### config.mk
export PLATFORM = sky130hd
export DESIGN_NAME = sram_dual_port_init
export DESIGN_NICKNAME = d
export VERILOG_FILES = /design/src/rtl/sram_dp_pkg.sv /design/src/rtl/sram_dp_mem_array.sv /design/src/rtl/sram_dual_port_init.sv
export SDC_FILE = /design/constraint.sdc
export NUM_CORES = 1
export LEC_CHECK = 0
export ABC_AREA = 1
export BUFFER_PORTS_ARGS = -buffer_cell sky130_fd_sc_hd__buf_2
export CAP_MARGIN = 20
export CORE_MARGIN = 5
export CORE_UTILIZATION = 51
export DETAILED_ROUTE_END_ITERATION = 10
export PLACE_DENSITY = 0.68
export SYNTH_ARGS = -nofsm -noshare
export SYNTH_HDL_FRONTEND = slang
export SYNTH_SLANG_ARGS = --single-unit
export TNS_END_PERCENT = 1
### constraint.sdc
create_clock -name clk -period 2.6 [get_ports clk]
set_input_delay 0.26 -clock clk [delete_from_list [all_inputs] [get_ports clk]]
set_output_delay 0.26 -clock clk [all_outputs]
set_load 0.03 [all_outputs]
### src/rtl/sram_dp_pkg.sv
// Shared types and helpers for the simple-dual-port SRAM with init sequencer.
// SRAM_DP_OUT_REG_EN selects the two-cycle read latency variant.
package sram_dp_pkg;

  typedef enum logic {
    ST_INIT  = 1'b0,
    ST_READY = 1'b1
  } state_t;

`ifdef SRAM_DP_OUT_REG_EN
  localparam int RD_LATENCY = 2;
`else
  localparam int RD_LATENCY = 1;
`endif

  // Widest word / lane count lane_merge can handle; callers zero-extend into it.
  localparam int MAX_W     = 1024;
  localparam int MAX_LANES = 1024;
  localparam int IDX_W     = $clog2(MAX_W);

  function automatic logic [MAX_W-1:0] lane_merge(
    input logic [MAX_W-1:0]     old_w,
    input logic [MAX_W-1:0]     new_w,
    input logic [MAX_LANES-1:0] be,
    input int                   bw
  );
    logic [MAX_W-1:0] r;
    r = old_w;
    for (int i = 0; i < MAX_W; i++) begin
      if (be[IDX_W'(i / bw)]) r[IDX_W'(i)] = new_w[IDX_W'(i)];
    end
    return r;
  endfunction

endpackage

### src/rtl/sram_dp_mem_array.sv
// Storage array: byte-lane write, combinational read, no reset on contents.
// Out-of-range indices are ignored on write and read back as zero.
module sram_dp_mem_array
  import sram_dp_pkg::*;
#(
  parameter int DATA_WIDTH = 8,
  parameter int BYTE_WIDTH = 8,
  parameter int ADDR_WIDTH = 4,
  parameter int RAM_SIZE   = 16
) (
  input  logic                             clk,
  input  logic                             i_we,
  input  logic [ADDR_WIDTH-1:0]            i_waddr,
  input  logic [DATA_WIDTH-1:0]            i_wdata,
  input  logic [DATA_WIDTH/BYTE_WIDTH-1:0] i_wbe,
  input  logic [ADDR_WIDTH-1:0]            i_raddr,
  output logic [DATA_WIDTH-1:0]            o_rdata
);

  localparam logic [ADDR_WIDTH:0] SIZE_C = (ADDR_WIDTH+1)'(RAM_SIZE);

  logic [DATA_WIDTH-1:0] r_mem [RAM_SIZE];
  logic                  w_wr_inr;
  logic                  w_rd_inr;

  assign w_wr_inr = {1'b0, i_waddr} < SIZE_C;
  assign w_rd_inr = {1'b0, i_raddr} < SIZE_C;

  always_ff @(posedge clk) begin
    if (i_we && w_wr_inr)
      r_mem[i_waddr] <= DATA_WIDTH'(lane_merge(MAX_W'(r_mem[i_waddr]), MAX_W'(i_wdata),
                                               MAX_LANES'(i_wbe), BYTE_WIDTH));
  end

  assign o_rdata = w_rd_inr ? r_mem[i_raddr] : '0;

endmodule

### src/rtl/sram_dual_port_init.sv
// Simple-dual-port SRAM with write-first bypass, range check and init sequencer.
// Define SRAM_DP_OUT_REG_EN for an extra output register stage (read latency 2).
module sram_dual_port_init
  import sram_dp_pkg::*;
#(
  parameter int                    DATA_WIDTH = 8,
  parameter int                    BYTE_WIDTH = 8,
  parameter int                    ADDR_WIDTH = 4,
  parameter int                    RAM_SIZE   = 16,
  parameter logic [DATA_WIDTH-1:0] INIT_VAL   = '0
) (
  input  logic                             clk,
  input  logic                             rst_n,
  input  logic                             i_init_req,
  input  logic                             i_wr_en,
  input  logic [ADDR_WIDTH-1:0]            i_wr_addr,
  input  logic [DATA_WIDTH-1:0]            i_wr_data,
  input  logic [DATA_WIDTH/BYTE_WIDTH-1:0] i_wr_be,
  input  logic                             i_rd_en,
  input  logic [ADDR_WIDTH-1:0]            i_rd_addr,
  output logic [DATA_WIDTH-1:0]            o_rd_data,
  output logic                             o_rd_valid,
  output logic                             o_collision,
  output logic                             o_addr_err,
  output logic                             o_init_done
);

  localparam int                  NUM_LANES = DATA_WIDTH / BYTE_WIDTH;
  localparam logic [ADDR_WIDTH:0] SIZE_C    = (ADDR_WIDTH+1)'(RAM_SIZE);
  localparam logic [ADDR_WIDTH-1:0] LAST_C  = ADDR_WIDTH'(RAM_SIZE - 1);

  state_t                  r_state, w_state_nxt;
  logic [ADDR_WIDTH-1:0]   r_init_ptr;

  logic                    w_arr_we;
  logic [ADDR_WIDTH-1:0]   w_arr_waddr;
  logic [DATA_WIDTH-1:0]   w_arr_wdata;
  logic [NUM_LANES-1:0]    w_arr_wbe;
  logic [DATA_WIDTH-1:0]   w_rd_old;

  logic                    w_ready;
  logic                    w_acc;
  logic                    w_init_start;
  logic                    w_wr_inr, w_rd_inr;
  logic                    w_rd_acc, w_coll, w_err;
  logic [DATA_WIDTH-1:0]   w_byp;

  logic [DATA_WIDTH-1:0]   r_rd_data;
  logic                    r_rd_valid, r_coll, r_addr_err;

  // ---------------- FSM ----------------
  always_ff @(posedge clk or negedge rst_n) begin
    if (!rst_n) r_state <= ST_INIT;
    else        r_state <= w_state_nxt;
  end

  always_comb begin
    w_state_nxt = r_state;
    case (r_state)
      ST_INIT:  if (r_init_ptr == LAST_C) w_state_nxt = ST_READY;
      ST_READY: if (i_init_req)           w_state_nxt = ST_INIT;
      default:                            w_state_nxt = ST_INIT;
    endcase
  end

  // While initialising the array port is owned by the sequencer.
  always_comb begin
    w_ready     = 1'b0;
    w_arr_we    = 1'b1;
    w_arr_waddr = r_init_ptr;
    w_arr_wdata = INIT_VAL;
    w_arr_wbe   = '1;
    if (r_state == ST_READY) begin
      w_ready     = 1'b1;
      w_arr_we    = i_wr_en & w_wr_inr & ~i_init_req;
      w_arr_waddr = i_wr_addr;
      w_arr_wdata = i_wr_data;
      w_arr_wbe   = i_wr_be;
    end
  end

  assign o_init_done = w_ready;

  always_ff @(posedge clk or negedge rst_n) begin
    if (!rst_n)                                        r_init_ptr <= '0;
    else if (r_state == ST_INIT && r_init_ptr != LAST_C) r_init_ptr <= r_init_ptr + 1'b1;
    else                                               r_init_ptr <= '0;
  end

  // ---------------- array ----------------
  sram_dp_mem_array #(
    .DATA_WIDTH (DATA_WIDTH),
    .BYTE_WIDTH (BYTE_WIDTH),
    .ADDR_WIDTH (ADDR_WIDTH),
    .RAM_SIZE   (RAM_SIZE)
  ) u_mem (
    .clk     (clk),
    .i_we    (w_arr_we),
    .i_waddr (w_arr_waddr),
    .i_wdata (w_arr_wdata),
    .i_wbe   (w_arr_wbe),
    .i_raddr (i_rd_addr),
    .o_rdata (w_rd_old)
  );

  // ---------------- access decode ----------------
  assign w_init_start = w_ready & i_init_req;
  assign w_acc        = w_ready & ~i_init_req;
  assign w_wr_inr     = {1'b0, i_wr_addr} < SIZE_C;
  assign w_rd_inr     = {1'b0, i_rd_addr} < SIZE_C;
  assign w_rd_acc     = w_acc & i_rd_en;
  assign w_coll       = w_rd_acc & i_wr_en & w_rd_inr & (i_rd_addr == i_wr_addr);
  assign w_err        = w_acc & ((i_rd_en & ~w_rd_inr) | (i_wr_en & ~w_wr_inr));
  assign w_byp        = DATA_WIDTH'(lane_merge(MAX_W'(w_rd_old), MAX_W'(i_wr_data),
                                               MAX_LANES'(i_wr_be), BYTE_WIDTH));

  always_ff @(posedge clk or negedge rst_n) begin
    if (!rst_n) begin
      r_rd_data  <= '0;
      r_rd_valid <= 1'b0;
      r_coll     <= 1'b0;
      r_addr_err <= 1'b0;
    end else begin
      r_rd_valid <= w_rd_acc;
      r_coll     <= w_coll;
      r_addr_err <= w_err;
      if (w_rd_acc) r_rd_data <= !w_rd_inr ? '0 : (w_coll ? w_byp : w_rd_old);
    end
  end

`ifdef SRAM_DP_OUT_REG_EN
  logic [DATA_WIDTH-1:0] r_rd_data2;
  logic                  r_rd_valid2, r_coll2, r_addr_err2;

  // A re-init request drops whatever read is still in this stage.
  always_ff @(posedge clk or negedge rst_n) begin
    if (!rst_n) begin
      r_rd_data2  <= '0;
      r_rd_valid2 <= 1'b0;
      r_coll2     <= 1'b0;
      r_addr_err2 <= 1'b0;
    end else if (w_init_start) begin
      r_rd_valid2 <= 1'b0;
      r_coll2     <= 1'b0;
      r_addr_err2 <= 1'b0;
    end else begin
      r_rd_data2  <= r_rd_data;
      r_rd_valid2 <= r_rd_valid;
      r_coll2     <= r_coll;
      r_addr_err2 <= r_addr_err;
    end
  end

  assign o_rd_data   = r_rd_data2;
  assign o_rd_valid  = r_rd_valid2;
  assign o_collision = r_coll2;
  assign o_addr_err  = r_addr_err2;
`else
  assign o_rd_data   = r_rd_data;
  assign o_rd_valid  = r_rd_valid;
  assign o_collision = r_coll;
  assign o_addr_err  = r_addr_err;
`endif

endmodule

==> results.txt, run 1 <==
- Met2 GRT Util: 0.3452
- Required time reported for the critical path endpoint: 2660 ps
* IO Port Bufs: 32
- During synthesis, Yosys emitted a total of 0 warnings.
* Overall die area: 15220 µm²
- The worst setup path is launched from a register.
* Share of the synthesized area in the top cell type: 0.5863
* Ratio of total power to cell area: 1057 nW/µm²
- Layout Cells excl Fill: 899
* Clock latency on the worst-skew pair: 430 ps
- Worst hold-check path type: in -> reg
* Most used cells in the layout excluding fill and tap cells: 251 x nand2_1, 128 x edfxtp_1, 103 x inv_1
- In this run the mean area of a mapped cell was 9.727 µm².
- After detailed routing, the number of vias per cell comes to 5.107.
- The floorplan step defined a core boundary enclosing 12620 µm².
* Routed vias: 4591
- Clock Tree Root: clkbuf_16
- Via count of the first global-routing pass: 4513
- Maximum clock frequency: 511.6 MHz
- After technology mapping, the gate count stands at 674.
- Number of cells on the worst reg-to-reg path: 3
* Setup Skew: 4.970 ps
- The max-slew violation total from the final report is 0.
* Netlist area before placement: 6556 µm²
- The analysis attributes to cell leakage a power of 3.456 nW.
- Max rail drop VDD: 0.7488 mV
* Final antenna diode count: 0
* Outcome: finished, final reports clean
- Actual slew at the worst max-slew pin: 792.3 ps
- Sequential element share of the synthesized area: 0.6435
- Summed over all instances, the cell type with the most area after synthesis is edfxtp_1.
- The worst path in the final design needs a cycle of 1955 ps, including I/O delays and setup.
* Pre-antenna DRT Iters: 6
- Number of hold violations in the final report: 0
* Crit path DAT: 2010 ps
* Number of sinks handled by clock tree synthesis: 143
- The first global-routing pass estimated 23830 µm of wire.
- The initial antenna violation count is 0.
- Global routing usage on met1: 0.2851
- Commonest non-fill, non-tap cell in the layout: nand2_1
* Critical path type: reg -> reg
- Entering global routing, the biggest net connects 57 pins.
- The number of clock buffers added by TritonCTS is 17.
* Number of distinct library cell variants in the gate-level netlist after synthesis: 29
- Chip Height: 123.4 µm
- Fraction of met3 tracks used by global routing: 0.04986
- Critical path fanouts, max: 9
- 34 I/O pins were placed.
* Register clock-pin slew on the reported worst setup and hold paths: 60 ps
- In this run the most critical hold path is launched from i_init_req.
- From synthesis to final layout, the design area changed by 13.97%.
- In the post-synthesis netlist, the biggest area contributors are edfxtp_1 59%, nand2_1 14%, nand3_1 7.0%.
- Relative slew slack: 0.4712
- Post-route fraction of the period consumed by the critical path: 0.7518
- Final weighted congestion in routability-driven placement: 0.9324
- The worst hold path terminates at r_state$_DFF_PN0_.
- Setup violation total in the final timing report: 0
* Buffer levels on the longest clock path: 2
- Number of cells on the worst hold path: 2
- Number of nets with antenna violations after routing: 0
- Number of remaining DRC errors: 0
* Setup repair after global routing missed its margin: false
- CP Capture Type: register
- Count of instances resized after the clock tree is built: 0
* Number of design-rule violations left by the first detailed-router iteration: 511
- Of the cells placed in the final design, the portion with a size suffix greater than 1 is 0.1224.
- Clock H-tree levels: 4
* Busiest metal layer after global routing: met2
* Grt ovf: 0
* Starting utilization of the core area: 0.5195
- Register-to-register setup slack: 650 ps
- Summed over all layers, the routed wires come to 15040 µm.
* Syn Nets: 697
* Startpoint of the lowest-slack register-to-register path: r_state$_DFF_PN0_
* Clock tree from TritonCTS: built
- Total global routing track utilization: 0.2157
- Nets: 737
- Terminus of the critical flop-to-flop path: u_mem.r_mem[14][6]$_DFFE_PP_
- The die is 123.4 µm wide.
* Row cnt: 41
* Seq cells post-synth: 143
- Reported max-cap violation count: 0
- Average wire per cell in the routed design: 16.73 µm
- The HPWL after detailed placement is 9608 µm.
- The number of placed instances, taps included, is 866.
- Summed over all failing endpoints, the final setup total negative slack is 0 ps.
[synth_stat cells]
cell type / number
nand2_1: 251
edfxtp_1: 128
inv_1: 103
nand3_1: 92
nor2_1: 24
buf_2: 16
dfrtp_1: 15
buf_6: 10
nand4_1: 8
buf_4: 3
o21ai_0: 3
a21oi_1: 2
inv_2: 2
nand2_2: 2
a21oi_4: 1
clkbuf_1: 1
conb_1: 1
ha_1: 1
inv_4: 1
inv_6: 1
nand2_4: 1
nand3_2: 1
nand3_4: 1
nor2_2: 1
nor2_4: 1
nor2_8: 1
nor4_1: 1
o21ai_1: 1
xor2_1: 1
[layer usage]
metal | vias up | share of wire
met5 | - | 0
li1 | 2232 | -
met3 | 24 | 0.080
met4 | 0 | 0.023
met1 | 2186 | 0.40
met2 | 149 | 0.49
[flip-flops by register name (all words and copies together) (netlist names)]
name and count:
o_collision 1, o_rd_data 8, o_rd_valid 1, r_init_ptr 4, r_state 1, u_mem.r_mem 128
[power breakdown]
part           switching (W)  leakage, nW  internal, W  total, W
clock network       0.000889        0.287      0.00158   0.00247
logic                0.00138         1.78     0.000498   0.00187
registers           0.000198         1.39      0.00336   0.00355
total                0.00246         3.46      0.00544   0.00790
[worst max-delay path, stage by stage (launching register included)]
cell and delay [ps]:
dfrtp_1 450, o21ai_0 380, nand3_1 210, nor2_1 540
[cell type report]
| class | instances | area (µm²) |
|---|---|---|
| multi-input cells | 394 | 1709 |
| well taps | 172 | 215.2 |
| repair buffers | 51 | 317.8 |
| flip-flops and latches | 143 | 4219 |
| inverters | 107 | 409.1 |
| clock buffers | 18 | 429.2 |
| fillers | 1067 | 5147 |
| clock inverters | 14 | 172.7 |
[worst max-delay path by stage]
| stage | from | depth (start not counted) | end | slack, ps |
|---|---|---|---|---|
| 3_5_place_dp | r_state$_DFF_PN0_ | 3 | u_mem.r_mem[14][6]$_DFFE_PP_ | 630 |
| 6_report | r_state$_DFF_PN0_ | 3 | u_mem.r_mem[14][6]$_DFFE_PP_ | 650 |
| 2_1_floorplan | r_state$_DFF_PN0_ | 6 | u_mem.r_mem[5][0]$_DFFE_PP_ | 650 |
| 4_1_cts | r_state$_DFF_PN0_ | 3 | u_mem.r_mem[14][7]$_DFFE_PP_ | 630 |
| 3_3_place_gp | r_state$_DFF_PN0_ | 3 | u_mem.r_mem[14][4]$_DFFE_PP_ | 650 |
| 5_1_grt | r_state$_DFF_PN0_ | 3 | u_mem.r_mem[8][1]$_DFFE_PP_ | 470 |
[repair_timing]
item / CTS / global route
endpoints found under the hold margin: 15 / 0
buffers inserted: 0 / 0
hold buffers: 1 / 0
[logic make-up (layout without fill, tap and decap cells)]
logic type | count (synthesis) | count (layout) | share of synthesized area
and+or+nand+nor | 384 | 384 | 0.2498
DFF | 143 | 143 | 0.6435
buffers and inverters | 137 | 190 | 0.09580
AOI/OAI and AO/OA | 7 | 7 | 0.007060
adders and majority gates | 1 | 1 | 0.001908
other | 1 | 1 | 0.0005720
xor gates and xnor gates | 1 | 1 | 0.001336
[through the flow]
step	worst slack [ps]	util	total power (W)	area, µm²	hold slack, ps
floorplan	651.5	-	0.004766	6556	-35.59
global placement	648.4	0.5436	0.005433	6860	183.4
detailed placement	633.9	0.5436	0.005470	6860	192.8
CTS	629.0	0.5921	0.007926	7472	26.50
global route	466.4	0.5921	0.008310	7472	47.74
finish	645.3	0.5921	0.007900	7472	41.90
(Power assumes the default switching activity.)
==> inputs of run 2 (changes only) <==
ABC_AREA = 0   (was 1)
PLACE_DENSITY = 0.71   (was 0.68)
clock period = 1.6 ns   (was 2.6 ns; I/O delays follow)
==> run 2 against run 1 <==
The run now ends with negative setup slack left. Largest cell class unchanged. Count of clock-buffer cells in the layout rose by 5. Cell count fell by 37%. Clock skew rose by 3.8 ps. Power rose by 59%. Sequential share of layout area fell by 1.3 points. Design area rose by 2.4%. Critical path type unchanged. Critical path depth rose by 3.
==> results.txt, run 2 <==
* Starting utilization of the core area: 0.5178 (-0.001738)
- The actual slew at the worst max-slew pin came to 795.9 ps (+3.640 ps).
* Via count of the first global-routing pass: 3424 (-24%)
* EDFF count, synth: 128 (unchanged)
* Area overhead of the layout relative to synthesis: 30.50%
* Ys flop type: edfxtp_1
* Horizontal die dimension: 117.2 µm (-5.0%)
- The final setup slack of the worst path came to -72.94 ps (-718.2 ps).
- The largest net degree at the start of global routing is 18 (-68%).
- Antenna violations before repair: 0 (unchanged)
* IO Port Bufs: 32 (unchanged)
- Maximum clock frequency: 597.8 MHz (+17%)
* Critical path fanouts, max: 8 (-1)
* Detailed-route wire length: 12770 µm (-15%)
- The distinct cell type count after synthesis is 38 (+31%).
- The area of the mapped netlist came to 5862 µm² (-11%).
- The total power divided by cell area is 1646 nW/µm² (+56%).
- The height of the die came to 117.2 µm (-5.0%).
- The max-slew violation total from the final report came to 0 (unchanged).
- The half-perimeter wire length after placement was 8448 µm (-12%).
- The worst hold slack was 35.98 ps (-5.921 ps).
- The register bit count reported by yosys is 143 (unchanged).
- Violated checks: negative setup slack
- Total global routing track utilization: 0.2020 (-0.01370)
- The final RePlAce weighted congestion is 0.7707 (-17%).
- Synth top cells by count: 128 x edfxtp_1, 32 x mux4_2, 29 x nor2_1
- The clock-pin slew of the registers on the worst-case setup and hold paths came to 60 ps (about the same).
- The mean routed wirelength per cell is 22.72 µm (+36%).
* Count leader, synth: edfxtp_1
- The die area was 13740 µm² (-9.8%).
- The total via count after detailed routing came to 3261 (-29%).
- The shortest period the worst path allows came to 1673 ps (-281.8 ps).
* Clock tree from TritonCTS: built
- Sequential element share of the synthesized area: 0.7197 (+0.07623)
- The total setup violations reported at the end of the flow was 133 (+133).
* Wire length of the first global-routing pass: 19530 µm (-18%)
* Max rail drop VDD: 1.157 mV (+54%)
- In the layout the commonest cells are 128 x edfxtp_1, 32 x mux4_2, 32 x buf_2.
* Syn Nets: 343 (-51%)
* Terminus of the critical flop-to-flop path: u_mem.r_mem[6][5]$_DFFE_PP_
- Pre-antenna DRT Iters: 5 (-1)
- Synth Instances: 320 (-53%)
- Clock H-tree levels: 4 (unchanged)
* Count of warnings emitted by yosys: 0 (unchanged)
- Clock tree synthesis selected as its root buffer the cell clkbuf_16.
- Number of remaining DRC errors: 0 (unchanged)
- Post-route fraction of the period consumed by the critical path: 1.046 (+0.2938)
- The fraction of synthesized cell area taken by the top area cell type is 0.6557 (+0.06945).
- The TritonCTS buffer count was 17 (unchanged).
- The flow ran to the end, but the final reports show violations.
* Buffer levels on the longest clock path: 2 (unchanged)
- Number of hold violations in the final report: 0 (unchanged)
- The detailed router's first-iteration violation count was 349 (-32%).
- Walking the worst path, the cells encountered are buf_6, nand4b_1, o22ai_4, nand2_4, nor2_4, buf_12.
* Commonest non-fill, non-tap cell in the layout: edfxtp_1
* Share of cells above drive strength 1: 0.4415 (+0.3191)
- Start point of the critical path: r_state$_DFF_PN0_
- The worst slew slack as a fraction of its limit is 0.4683 (-0.002938).
* Setup Skew: 8.777 ps (+3.807 ps)
- Number of I/O pins: 34 (unchanged)
* Cell taking the most area after synthesis: edfxtp_1
* Core outline area: 11320 µm² (-10%)
- The tightest min-delay check is of the in -> reg type.
- Number of sinks handled by clock tree synthesis: 143 (unchanged)
* Post-route cell area: 7650 µm² (+2.4%)
* CP Capture Type: register
- Largest register by flop count: u_mem.r_mem
* Row cnt: 39 (-4.9%)
* Clock latency on the worst-skew pair: 420 ps (about the same)
- Number of nets with antenna violations after routing: 0 (unchanged)
- The stage delay of the slowest cell on the critical path was 440 ps (-100 ps).
* Startpoint of the lowest-slack register-to-register path: r_state$_DFF_PN0_
- The area of placed instances is 6740 µm² (-1.8%).
- The arrival time of the worst setup path came to 1810 ps (-200 ps).
- Nets: 429 (-42%)
- The mean cell area of the mapped netlist is 18.32 µm² (+88%).
- FFs w/ async S/R, synth: 0.1049 (unchanged)
- In this run the worst setup path terminates at u_mem.r_mem[6][5]$_DFFE_PP_.
- After synthesis, the cell types taking the most area are edfxtp_1 66%, mux4_2 12%, dfrtp_1 6.4%.
* Final antenna diode count: 0 (unchanged)
- Static Leak: 2.726 nW (-21%)
- Drt via density: 5.802 (+14%)
* Reported max-cap violation count: 0 (unchanged)
* Number of cells on the worst reg-to-reg path: 6 (+3)
- The critical path in this run is classified as reg -> reg.
* Setup repair after global routing missed its margin: true
- Required time reported for the critical path endpoint: 1730 ps (-930 ps)
- On the critical path, the stage with the largest delay is an instance of dfrtp_2.
* Largest register FFs: 128 (unchanged)
- Grt ovf: 0 (unchanged)
- The worst reg-to-reg setup slack came to -70 ps (-720 ps).
- STA classifies the critical path startpoint as a register.
[run 2: how the worst min path moves through the flow]
| stage | from | to | cells after the start |
|---|---|---|---|
| after floorplan | rst_n | o_collision$_DFF_PN0_ | 0 |
| after global placement | rst_n | r_init_ptr[0]$_DFF_PN0_ | 1 |
| after detailed placement | rst_n | r_init_ptr[0]$_DFF_PN0_ | 1 |
| after CTS | i_wr_data[0] | o_rd_data[0]$_DFFE_PN0P_ | 3 |
| after global routing | i_wr_data[4] | o_rd_data[4]$_DFFE_PN0P_ | 3 |
| final | i_wr_data[0] | o_rd_data[0]$_DFFE_PN0P_ | 3 |
[run 2: through the flow]
stage | instances | setup TNS, ps | power [W] | setup WS [ps] | util
6_report | 562 | -3917 | 0.01259 | -72.94 | 0.6757
5_1_grt | 562 | -11870 | 0.01314 | -126.4 | 0.6757
4_1_cts | 550 | -3853 | 0.01219 | -79.71 | 0.6526
3_5_place_dp | 514 | -4199 | 0.008368 | -147.2 | 0.5954
3_3_place_gp | 514 | -2339 | 0.008273 | -137.6 | 0.5954
2_1_floorplan | 320 | -11820 | 0.007139 | -113.6 | -
[run 2: layer usage]
metal	part of all wire	GRT usage
met2	0.49	0.3167
met1	0.42	0.2635
met4	0.023	0.08028
met5	0	0
met3	0.066	0.06581
[run 2: cells by family (layout without fill, tap and decap cells)]
kind of cell / after synthesis / in the layout / synth area share
AOI/OAI and AO/OA: 39 / 39 / 0.05229
and+or+nand+nor: 73 / 73 / 0.06553
adders and majority gates: 1 / 1 / 0.002134
xor gates and xnor gates: 5 / 5 / 0.007472
other: 1 / 1 / 0.0006397
muxes: 36 / 36 / 0.1302
buffers and inverters: 22 / 121 / 0.02198
DFF: 143 / 143 / 0.7197
[run 2: what timing repair did]
item                                    in CTS  in global routing
hold buffers                                 2                  0
resized for setup                            2                 29
pin swaps                                    4                 15
buffers inserted                             2                 12
hold endpoints to repair                    16                  0
endpoints found under the setup margin     120                233
[run 2: worst max-delay path, delay by kind of cell, from the launching register on]
family	cells	cell delay [ps]
DFF	1	440
buffers and inverters	2	280
AOI/OAI and AO/OA	1	220
and+or+nand+nor	3	440
[run 2: power breakdown]
| group | internal, W | switching (W) | total [W] |
|---|---|---|---|
| combinational | 0.00162 | 0.00194 | 0.00356 |
| sequential | 0.00502 | 0.000293 | 0.00531 |
| clock | 0.00229 | 0.00143 | 0.00372 |
[run 2: layout make-up]
type	count	area, µm²
clock inverter	9	51.30
fill	735	3671
tap	143	178.9
multi-input combinational	155	1787
clock buffer	23	521.8
timing repair buffer	86	879.6
inverter	3	11.26
sequential	143	4220
==> inputs of run 3 (changes only) <==
CORE_UTILIZATION = 54   (was 51)
PLACE_DENSITY = 0.75   (was 0.71)
==> run 3 against run 2 <==
The run still ends with negative setup slack left. Power fell by 0.33%. Register-to-register slack barely moved. Wire length rose by 2.3%. Fmax rose by 0.15%. Non-clock buffer count fell by 11. Count of clock-buffer cells in the layout fell by 1. Sequential cell count did not move. Clock skew rose by 1.1 ps. Sequential share of layout area rose by 1.4 points. Largest cell class unchanged. Highest routed layer unchanged.
==> results.txt, run 3 (same netlist as run 2, synthesis figures left out) <==
- Setup ws final: -70.46 ps (+2.476 ps)
- The initial antenna violation count came to 0 (unchanged).
* TritonCTS buffer count: 17 (unchanged)
- The tree is rooted in a clkbuf_8.
* Actual slew at the worst max-slew pin: 656.6 ps (-139.3 ps)
* Number of hold violations in the final report: 0 (unchanged)
- The layout cell share with drive strength beyond 1 is 0.4240 (-0.01751).
- Placed wire-length estimate after detailed placement: 8284 µm (-1.9%)
- Setup repair after global routing could not meet its margin everywhere.
- Buffer levels on the longest clock path: 2 (unchanged)
- The worst slew slack as a fraction of its limit came to 0.5614 (+0.09307).
- The count of standard-cell rows was 38 (-2.6%).
* Area after DPL: 6541 µm² (-3.0%)
* Share of power burned in combinational logic: 0.259 (-0.024)
- Outcome: complete, but fails checks
- Number of design-rule violations left by the first detailed-router iteration: 465 (+33%)
- The number of cell instances on the worst register-to-register path came to 3 (-3).
- Compared with the post-synthesis result, the final layout area differs by 27.32%.
- Ratio of total power to cell area: 1682 nW/µm² (+2.2%)
- The global-route wire length before repair was 20620 µm (+5.5%).
- Via count of the first global-routing pass: 3424 (unchanged)
* Number of sinks handled by clock tree synthesis: 143 (unchanged)
* Setup violation total in the final timing report: 126 (-5.3%)
- Clock H-tree levels: 4 (unchanged)
* Type of element launching the critical path: register
* Number of nets with antenna violations after routing: 0 (unchanged)
* Average wire per cell in the routed design: 23.84 µm (+5.0%)
- Critical path fanouts, max: 8 (unchanged)
* Reported max-cap violation count: 0 (unchanged)
- Start point of the worst hold path: i_wr_data[5]
* Post-route fraction of the period consumed by the critical path: 1.044 (-0.001548)
* Number of cells on the worst hold path: 4 (+1)
- Number of max-slew violations in the final report: 0 (unchanged)
* Required time reported for the critical path endpoint: 1820 ps (+90 ps)
* Clock latency on the worst-skew pair: 540 ps (+120 ps)
- Core outline area: 10750 µm² (-5.1%)
- The internal power summed over all cells came to 0.008899 W (-0.27%).
- Starting utilization of the core area: 0.5455 (+0.02773)
* Max rail drop VDD: 0.7740 mV (-33%)
* Critical path type: reg -> reg
- Post-route cell area: 7463 µm² (-2.4%)
* Largest register by flop count: u_mem.r_mem
- The maximum operating frequency is 598.6 MHz (+0.15%).
- For hold timing, the worst endpoint is o_rd_data[5]$_DFFE_PN0P_.
- The endpoint identified for the worst register-to-register timing path is u_mem.r_mem[6][2]$_DFFE_PP_.
- Grt ovf: 0 (unchanged)
- Setup Skew: 9.853 ps (+1.076 ps)
- STA classifies the critical path endpoint as a register.
- The horizontal die dimension is 114.2 µm (-2.6%).
- The clock-pin slew of the registers on the worst-case setup and hold paths is 60 ps (about the same).
- The overall global routing resource usage is 0.2233 (+0.02127).
- The number of buffer cells added on primary ports is 32 (unchanged).
* Drt via density: 6.004 (+3.5%)
- Shortest clock period the worst path allows after layout: 1670 ps (-2.476 ps)
* Pre-antenna DRT Iters: 4 (-1)
* Switching Fraction: 0.2910 (-0.0004389)
- The fraction of power consumed by sequential logic came to 0.424 (+0.002).
* Violated checks: negative setup slack
- The count of antenna diodes in the layout came to 0 (unchanged).
* # fillers: 664 (-9.7%)
* Static Leak: 2.631 nW (-3.5%)
* Clock tree from TritonCTS: built
- Largest register FFs: 128 (unchanged)
* Chip Height: 114.2 µm (-2.6%)
- In this run the critical register-to-register path is launched from r_state$_DFF_PN0_.
* Final weighted congestion in routability-driven placement: 0.8284 (+7.5%)
* Number of I/O pins: 34 (unchanged)
* Switching Power: 0.003653 W (-0.48%)
- Overall power consumption: 0.01255 W (-0.33%)
- The multi-input gate area in the final layout was 1782 µm² (-0.28%).
- Worst hold-check path type: in -> reg
- Crit path DAT: 1890 ps (+80 ps)
- Overall die area: 13040 µm² (-5.1%)
- The final layout net count came to 418 (-2.6%).
* Reg area: 4220 µm² (unchanged)
- Most used cells in the layout excluding fill and tap cells: 128 x edfxtp_1, 32 x mux4_2, 31 x buf_2
* Detailed-route wire length: 13070 µm (+2.3%)
- The DRC violations left was 0 (unchanged).
- Routed vias: 3290 (+0.89%)
- Commonest non-fill, non-tap cell in the layout: edfxtp_1
* Largest net degree at the start of global routing: 17 (-1)
* Register-to-register setup slack: -70 ps (about the same)
- Clock group share of total power: 0.317 (+0.022)
-- run 3: repair_timing --
action / in CTS / in global routing
resized for setup: 12 / 13
setup endpoints to repair: 180 / 184
hold buffers: 5 / 0
pin swaps: 12 / 10
endpoints found under the hold margin: 19 / 0
setup buffers: 9 / 2
-- run 3: power groups by stage --
stage	clock, W	sequential (W)	combinational (W)
after floorplan	0	0.00545	0.00169
after global placement	0	0.00533	0.00275
after detailed placement	0	0.00536	0.00278
after CTS	0.00404	0.00530	0.00315
after global routing	0.00424	0.00538	0.00346
final	0.00398	0.00532	0.00325
-- run 3: final cells by class --
cell class,count,share of cell area
Clock inverter,10,0.01794
Tap cell,140,0.02347
Clock buffer,22,0.06337
Sequential cell,143,0.5655
Timing Repair Buffer,75,0.08952
Inverter,3,0.001509
Multi-Input combinational cell,155,0.2387
-- run 3: how the worst max path moves through the flow --
stage,startpoint,to,depth (start not counted),slack [ps]
CTS,r_state$_DFF_PN0_,u_mem.r_mem[1][3]$_DFFE_PP_,4,-90
global route,r_state$_DFF_PN0_,u_mem.r_mem[6][7]$_DFFE_PP_,3,-110
detailed placement,r_state$_DFF_PN0_,u_mem.r_mem[10][2]$_DFFE_PP_,4,-150
finish,r_state$_DFF_PN0_,u_mem.r_mem[6][2]$_DFFE_PP_,3,-70
global placement,r_state$_DFF_PN0_,u_mem.r_mem[10][5]$_DFFE_PP_,4,-100
floorplan,r_state$_DFF_PN0_,u_mem.r_mem[1][0]$_DFFE_PP_,4,-110
-- run 3: through the flow --
step | worst slack, ps | utilization | setup TNS (ps) | hold WS (ps) | instances
2_1_floorplan | -113.6 | - | -11820 | -135.6 | 320
3_3_place_gp | -102.8 | 0.6088 | -6246 | 94.93 | 500
3_5_place_dp | -149.7 | 0.6088 | -8212 | 93.37 | 500
4_1_cts | -87.12 | 0.6882 | -5142 | 13.97 | 546
5_1_grt | -112.0 | 0.6946 | -9653 | 47.06 | 548
6_report | -70.46 | 0.6946 | -4989 | 59.47 | 548
-- run 3: per-layer routing --
layer / global-route usage / routed length, µm
met4: 0.1101 / 413
met3: 0.08404 / 1066
met1: 0.2932 / 5338
met2: 0.3302 / 6247
met5: 0 / 0
-- run 3: critical path, stage by stage (launching register included) --
cell,delay [ps]
dfrtp_2,490
buf_6,180
o32a_4,430
nor2_4,240
